`src/rtl/mem_port_arbiter.sv`:
```
// mem_port_arbiter
// Shares one unified instruction/data memory between the IF-stage fetch port
// and the MEM-stage load/store port. A request is sampled only in IDLE, the
// winner's address/control is latched, the memory strobes are held for
// ACC_CYC cycles, and the owner then gets a one-cycle ready pulse.
//
// Handshake (both ports): the requester raises *_req together with its
// address/control and holds all of them stable until it sees its *_ready
// pulse. *_ready is high for exactly one cycle per completed access, and
// *_rdata is valid while *_ready is high (and holds until the next load/fetch
// completion on that port). A request seen while the arbiter is not IDLE is
// simply not sampled yet.
//
// Parameters:
//   ACC_CYC    memory cycles per access (>=1)
//   STARVE_MAX consecutive data grants allowed while a fetch waits (>=1);
//              only used when ARB_STARVE_GUARD_EN is defined
//
// Optional feature macro: ARB_STARVE_GUARD_EN
//   defined   -> after STARVE_MAX data grants issued while if_req was high,
//                a contended grant goes to fetch
//   undefined -> strict data priority, fetch may starve
//
// Ports:
//   clk, rst                     clock, synchronous active-high reset
//   if_req/if_addr               fetch request (word access, func3 = 3'b010)
//   if_rdata/if_ready            fetched word and its completion pulse
//   d_req/d_we/d_func3/d_addr/d_wdata  load/store request
//   d_rdata/d_ready              load data and completion pulse
//   mem_addr/mem_func3/mem_wdata/mem_read/mem_write  to data memory
//   mem_rdata                    from data memory
//   busy                         high whenever the sequencer is not IDLE
//   dbg_state                    current sequencer state (IDLE/ACCESS/RESP)
module mem_port_arbiter #(
  parameter int ACC_CYC    = 2,
  parameter int STARVE_MAX = 3
) (
  input  logic        clk,
  input  logic        rst,
  input  logic        if_req,
  input  logic [31:0] if_addr,
  output logic [31:0] if_rdata,
  output logic        if_ready,
  input  logic        d_req,
  input  logic        d_we,
  input  logic [2:0]  d_func3,
  input  logic [31:0] d_addr,
  input  logic [31:0] d_wdata,
  output logic [31:0] d_rdata,
  output logic        d_ready,
  output logic [31:0] mem_addr,
  output logic [2:0]  mem_func3,
  output logic [31:0] mem_wdata,
  output logic        mem_read,
  output logic        mem_write,
  input  logic [31:0] mem_rdata,
  output logic        busy,
  output logic [1:0]  dbg_state
);

  localparam int CW = (ACC_CYC < 2) ? 1 : $clog2(ACC_CYC + 1);

  typedef enum logic [1:0] {
    IDLE   = 2'd0,
    ACCESS = 2'd1,
    RESP   = 2'd2
  } state_t;

  state_t        state;
  state_t        state_nxt;
  logic [CW-1:0] cnt;

  // Latched request of the current owner.
  logic          lat_d;      // 1 = data port owns the access
  logic          lat_we;
  logic [31:0]   lat_addr;
  logic [2:0]    lat_f3;
  logic [31:0]   lat_wdata;

  logic          any_req;
  logic          grant_d;    // winner if a grant happens this cycle

  assign any_req = if_req | d_req;

`ifdef ARB_STARVE_GUARD_EN
  localparam int SW = (STARVE_MAX < 2) ? 1 : $clog2(STARVE_MAX + 1);
  logic [SW-1:0] starve_cnt;

  // Data normally wins a tie (it belongs to the older instruction), unless
  // fetch has already been passed over STARVE_MAX times in a row.
  always_comb begin
    grant_d = d_req & ~(if_req & (starve_cnt == SW'(STARVE_MAX)));
  end

  // Counts data grants made while fetch was waiting; any fetch grant or a
  // grant with no fetch pending breaks the streak.
  always_ff @(posedge clk) begin
    if (rst) begin
      starve_cnt <= '0;
    end else if (state == IDLE && any_req) begin
      if (grant_d && if_req) begin
        starve_cnt <= starve_cnt + SW'(1);
      end else begin
        starve_cnt <= '0;
      end
    end
  end
`else
  always_comb begin
    grant_d = d_req;
  end
`endif

  // Next-state logic.
  always_comb begin
    state_nxt = state;
    unique case (state)
      IDLE:    if (any_req) state_nxt = ACCESS;
      ACCESS:  if (cnt == CW'(1)) state_nxt = RESP;
      RESP:    state_nxt = IDLE;
      default: state_nxt = IDLE;
    endcase
  end

  // State, counter, request latch and read-data capture.
  always_ff @(posedge clk) begin
    if (rst) begin
      state     <= IDLE;
      cnt       <= '0;
      lat_d     <= 1'b0;
      lat_we    <= 1'b0;
      lat_addr  <= '0;
      lat_f3    <= '0;
      lat_wdata <= '0;
      if_rdata  <= '0;
      d_rdata   <= '0;
    end else begin
      state <= state_nxt;
      case (state)
        IDLE: begin
          if (any_req) begin
            cnt   <= CW'(ACC_CYC);
            lat_d <= grant_d;
            if (grant_d) begin
              lat_we    <= d_we;
              lat_addr  <= d_addr;
              lat_f3    <= d_func3;
              lat_wdata <= d_wdata;
            end else begin
              lat_we    <= 1'b0;
              lat_addr  <= if_addr;
              lat_f3    <= 3'b010;
              lat_wdata <= '0;
            end
          end
        end
        ACCESS: begin
          cnt <= cnt - CW'(1);
          // Last access cycle: memory output is settled, capture it for the
          // owner. Stores leave the data read register untouched.
          if (cnt == CW'(1) && !lat_we) begin
            if (lat_d) begin
              d_rdata <= mem_rdata;
            end else begin
              if_rdata <= mem_rdata;
            end
          end
        end
        default: ;
      endcase
    end
  end

  // Memory strobes and ready pulses decoded from the state.
  always_comb begin
    mem_addr  = '0;
    mem_func3 = '0;
    mem_wdata = '0;
    mem_read  = 1'b0;
    mem_write = 1'b0;
    if (state == ACCESS) begin
      mem_addr  = lat_addr;
      mem_func3 = lat_f3;
      mem_wdata = lat_wdata;
      mem_read  = ~lat_we;
      // Write strobe only in the first access cycle so a store lands once.
      mem_write = lat_we & (cnt == CW'(ACC_CYC));
    end
    if_ready = (state == RESP) & ~lat_d;
    d_ready  = (state == RESP) & lat_d;
  end

  assign busy      = (state != IDLE);
  assign dbg_state = state;

endmodule

```
`config.mk`:
```
export PLATFORM = sky130hd
export DESIGN_NAME = mem_port_arbiter
export DESIGN_NICKNAME = d
export VERILOG_FILES = /design/src/rtl/mem_port_arbiter.sv
export SDC_FILE = /design/constraint.sdc
export NUM_CORES = 1
export LEC_CHECK = 0
export ABC_CLOCK_PERIOD_IN_PS = 1600
export BUFFER_PORTS_ARGS = -buffer_cell sky130_fd_sc_hd__buf_2
export CAP_MARGIN = 5
export CELL_PAD_IN_SITES_DETAIL_PLACEMENT = 1
export CELL_PAD_IN_SITES_GLOBAL_PLACEMENT = 2
export CORE_AREA = 2 2 154 156
export DETAILED_ROUTE_END_ITERATION = 8
export DIE_AREA = 0 0 156 158
export PLACE_DENSITY = 0.76
export SLEW_MARGIN = 40
export SYNTH_ARGS = -nofsm -noshare
export SYNTH_HDL_FRONTEND = slang
export SYNTH_SLANG_ARGS = --single-unit
```
`constraint.sdc`:
```
create_clock -name clk -period 1.6 [get_ports clk]
set_input_delay 0.24 -clock clk [delete_from_list [all_inputs] [get_ports clk]]
set_output_delay 0.24 -clock clk [all_outputs]
set_load 0.02 [all_outputs]
```
======== Word-level counts from Yosys, hierarchy flattened ========
Cells that the tools add are included.
word-level totals
  input bits .............................. 136
  output and inout bits ................... 138
  logic and storage cells ................. 46
  flip-flop bits (word level) ............. 137
cells by class
  eq/ne operators ......................... 6
  $add $sub $neg .......................... 1
  reductions and logical operators ........ 10
  muxes and demuxes ....................... 14
  bitwise logic cells ..................... 6
operators with widths
  cell                                              count
  2-to-1 mux 32 bit                                 4
  case mux 2 bit (2 select lines)                   2
  2-to-1 mux 2 bit                                  3
  2-to-1 mux 3 bit                                  2
  AND reduction 2 bit                               3
  AND reduction 3 bit                               2
  == test 2 x 1 -> 1 bit, second input constant     2
  == test 2 bit, second input constant              2
  != test 2 bit, second input constant              2
  nonzero test 2 bit                                2
  bitwise AND 1 bit                                 3
  2-to-1 mux 1 bit                                  3
  logical NOT 2 bit                                 1
  inverter 1 bit                                    2
  subtractor 2 x 1 -> 2 bit, second input constant  1
  logical AND 1 bit                                 1
  logical NOT 1 bit                                 1
  bitwise OR 1 bit                                  1

======== Depth between registers and ports, before layout ========
  word-level depth ........................ 3
  mapped depth ............................ 7
  depth with buffers taken out ............ 4

======== Least setup slack after synthesis ========
OpenSTA, ideal clock, no wires.
  path kind ............................... flip-flop to flip-flop
  from .................................... register state[0] (netlist: dbg_state[0])
  to ...................................... register d_rdata[10]
  stages on the path, launching flop included .. 7
  arrival ................................. 1649 ps
  buffers on the path ..................... 3
  period minus slack after synthesis ...... 1721 ps
  library setup time ...................... 72 ps
  path slack .............................. -121 ps
  required time ........................... 1528 ps
  path through ............................ dfxtp_1 buf_4 nor3b_4 and3_1 buf_6 buf_6 mux2i_1
on the way
  longest elaborated chain between the ends .. 2
ends and longest elaborated chain
  item                           line  RTL
  start: declaration             69    state_t state;
  start signal: assignment       138   state <= state_nxt;
  == test 2 x 1 -> 1 bit         139   case (state)
  AND reduction 3 bit (no line)  n/a
  end signal: assignment         163   d_rdata <= mem_rdata;
  end: declaration               49    output logic [31:0] d_rdata,
No other way between the ends.
A chain may end at the register's enable or synchronous reset.

======== Final worst setup path ========
  from .................................... register state[0] (netlist: dbg_state[0])
  to ...................................... output port mem_wdata[1]
on the way
  longest elaborated chain between the ends .. 2
ends and longest elaborated chain
  item                    line  RTL
  == test 2 x 1 -> 1 bit  181   if (state == ACCESS) begin
  2-to-1 mux 32 bit       181
  end: declaration        53    output logic [31:0] mem_wdata,
No other way between the ends.

==> metrics <==
status finished with violations; failing checks setup timing; sequential-to-total area share from yosys stat 46.5%; post-DP HPWL approximately 14000 µm; overall die height 158 µm; worst r2r src dbg_state[1]; nets about 1100; CTS Sinks 137; drt pass-1 iters 4; synth cell count leaders dfxtp_1 (137), nand2_1 (134), mux2i_1 (96); Critical Path Max Stage Delay 0.36 ns; mapped cell area 5890 µm²; HP Class primary input to flop; worst setup path start dbg_state[0]; root buffer cell clkbuf_16; crit path launch type flop; Max Cap Violations 0; Syn Area/Cell about 9.0 µm²; Place WS 0.0390 ns; critical-path cell list nor2b_4 -> buf_4 -> clkbuf_16 -> and2_4 -> buf_6; CTS tree yes; Worst-path clk slew 0.06 ns; Die Wd 156 µm; actual slew at the worst max-slew pin 0.832 ns; Top delay family on crit path buffers and inverters; final hold viol count 0; IO Count around 270; synthesized instance count 657; LEAKAGE 4.36 nW; Post-synth EDFFs 0; vias around 5700; worst-skew pair later-pin latency 0.42 ns; Max Clk Rate 563 MHz; routability cong. 0.733; pin count of the biggest net entering global routing 72; unrepaired setup endpoints after global routing yes; Clock Skews 0.00669 ns; Primary FF master, synth dfxtp_1; cell area after layout 9210 µm²; WP data required 1.36 ns; WS Path Type flop to output pin; Synth Register Bits 137; DRT Wirelength 21200 µm; pwr/cell area 1060 nW/µm²; global route total overflow 0; Area growth syn-to-layout 56.2%; Multi-input gate area 2990 µm²; Die ar. between 20000 and 25000 µm²; Port Buffer Count 273; WL/cell 17.1 µm; CP max stage cell dfxtp_4; Longest Clk Path Bufs 2; initial DRC count ~200; DR vias/cell roughly 4.6; synth unique cells 31; Syn. warnings 0; DRC viols 0; CTS buffer count 17; H-tree depth 4; critical-path maximum fanout 9; top cells by area, synth dfxtp_1 (47%), mux2i_1 (16%), nand2_1 (8.5%); maximum vdd drop around 570 µV; GRT Total Usage 16.5%; Post-synth ARST share 0%; antenna-violating nets left 0; first-pass GRT wire length 31700 µm; FF+latch area 2750 µm²; Arr. time, crit path between 1.5 and 2 ns; Final Util about two fifths; core area 23100 µm²; Post-DP Area 7630 µm²; biggest area consumer among synthesized cells dfxtp_1; most common cell in the netlist dfxtp_1; Synth top area share 46.5%; vias in the first global route approximately 6000; number of antenna violations at the first check in global routing 4; post-layout minimum cycle time around 1.8 ns; worst setup margin -0.177 ns; Finished Layout Cells roughly 1200; Final setup viols 74; Final Max Slew Viols 0; critical path capture point type output pin; dpl cells between 1000 and 1500; crit path buf inv count 3; fin crit share 111%; Fillers 2710; HP Start d_wdata[21]; initial core utilization 25.6%; Slew Limit Headroom about 45%; Row Count 56; share of cells above drive strength 1 a little over two fifths; syn_nets 795
==> registers in the layout (all words and copies together) (netlist names) <==
register   flops
d_rdata       32
if_rdata      32
lat_addr      32
lat_wdata     32
lat_f3         3
cnt            2
dbg_state      2
lat_d          1
lat_we         1
==> per-layer routing <==
layer	up-vias	part of all wire, %	wire length, µm	global-route usage [%]
met5	-	0.12	26	0
met4	4	1.2	254	5.11
met3	21	6.8	1450	4.85
met2	190	47	9950	26.7
met1	2669	45	9500	21.2
li1	2797	-	-	-
==> what timing repair did <==
item / in CTS / in global routing
buffers inserted: 8 / 10
endpoints found under the setup margin: 73 / 106
hold buffers: 0 / 0
pin swaps: 1 / 3
gates resized for setup: 157 / 39
cloned: 3 / 5
endpoints found under the hold margin: 0 / 0
==> worst min-delay path: stages <==
cell and delay (ns):
buf_2 0.09, nand2_1 0.05, a21oi_1 0.05
==> path summary, 6_finish.rpt <==
| check | endpoint | slack, ns | cells after the start |
|---|---|---|---|
| hold reg to reg | if_rdata[31] | 0.45 | 2 |
| setup / recovery | mem_wdata[1] | -0.18 | 5 |
| hold / removal | lat_wdata[21] | 0.06 | 3 |
| setup reg to reg | d_rdata[15] | -0.01 | 6 |
==> report_power, final <==
| part | switching [mW] | internal, mW | total [mW] |
|---|---|---|---|
| sequential | 0.0983 | 3.60 | 3.69 |
| clock | 1.54 | 2.84 | 4.38 |
| combinational | 0.875 | 0.812 | 1.69 |
| total | 2.51 | 7.25 | 9.76 |
==> layout by cell type, fill, tap and decap left out, types with 3 or more instances in the layout <==
master,instances
buf_6,68
buf_12,10
a211oi_1,32
buf_16,3
buf_4,29
nand2_1,134
bufinv_16,5
and2_4,38
clkbuf_16,22
o21ai_0,31
dfxtp_1,135
a21oi_1,70
and2_1,29
o21ai_1,5
buf_2,201
mux2i_1,96
inv_1,3
==> cells by family after synthesis <==
kind of cell             share of synthesized area (%)
multiplexers                                      16.3
AO/OA/AOI/OAI                                     13.5
buffers and inverters                             5.05
adder cells (fa/ha/maj)                          0.425
AND/OR/NAND/NOR                                   18.1
flip-flops                                        46.5
==> per-stage QoR <==
step           hold WS (ns)  TNS [ns]  total power [mW]
2_1_floorplan         0.380         0              4.52
3_3_place_gp          0.440         0              5.05
3_5_place_dp          0.445         0              5.07
4_1_cts              0.0413    -10.55              9.76
5_1_grt              0.0528    -16.73              10.2
6_report             0.0606    -10.58              9.76
==> area by class of cell <==
class                      count  area share (%)
tap                          290            3.94
multi-input combinational    458            32.5
sequential                   137            29.9
inverter                       5           0.258
antenna                        2          0.0544
clock inverter                11            2.11
clock buffer                  19            4.92
timing repair buffer         318            26.4
Power figures use the tool's default switching activity.
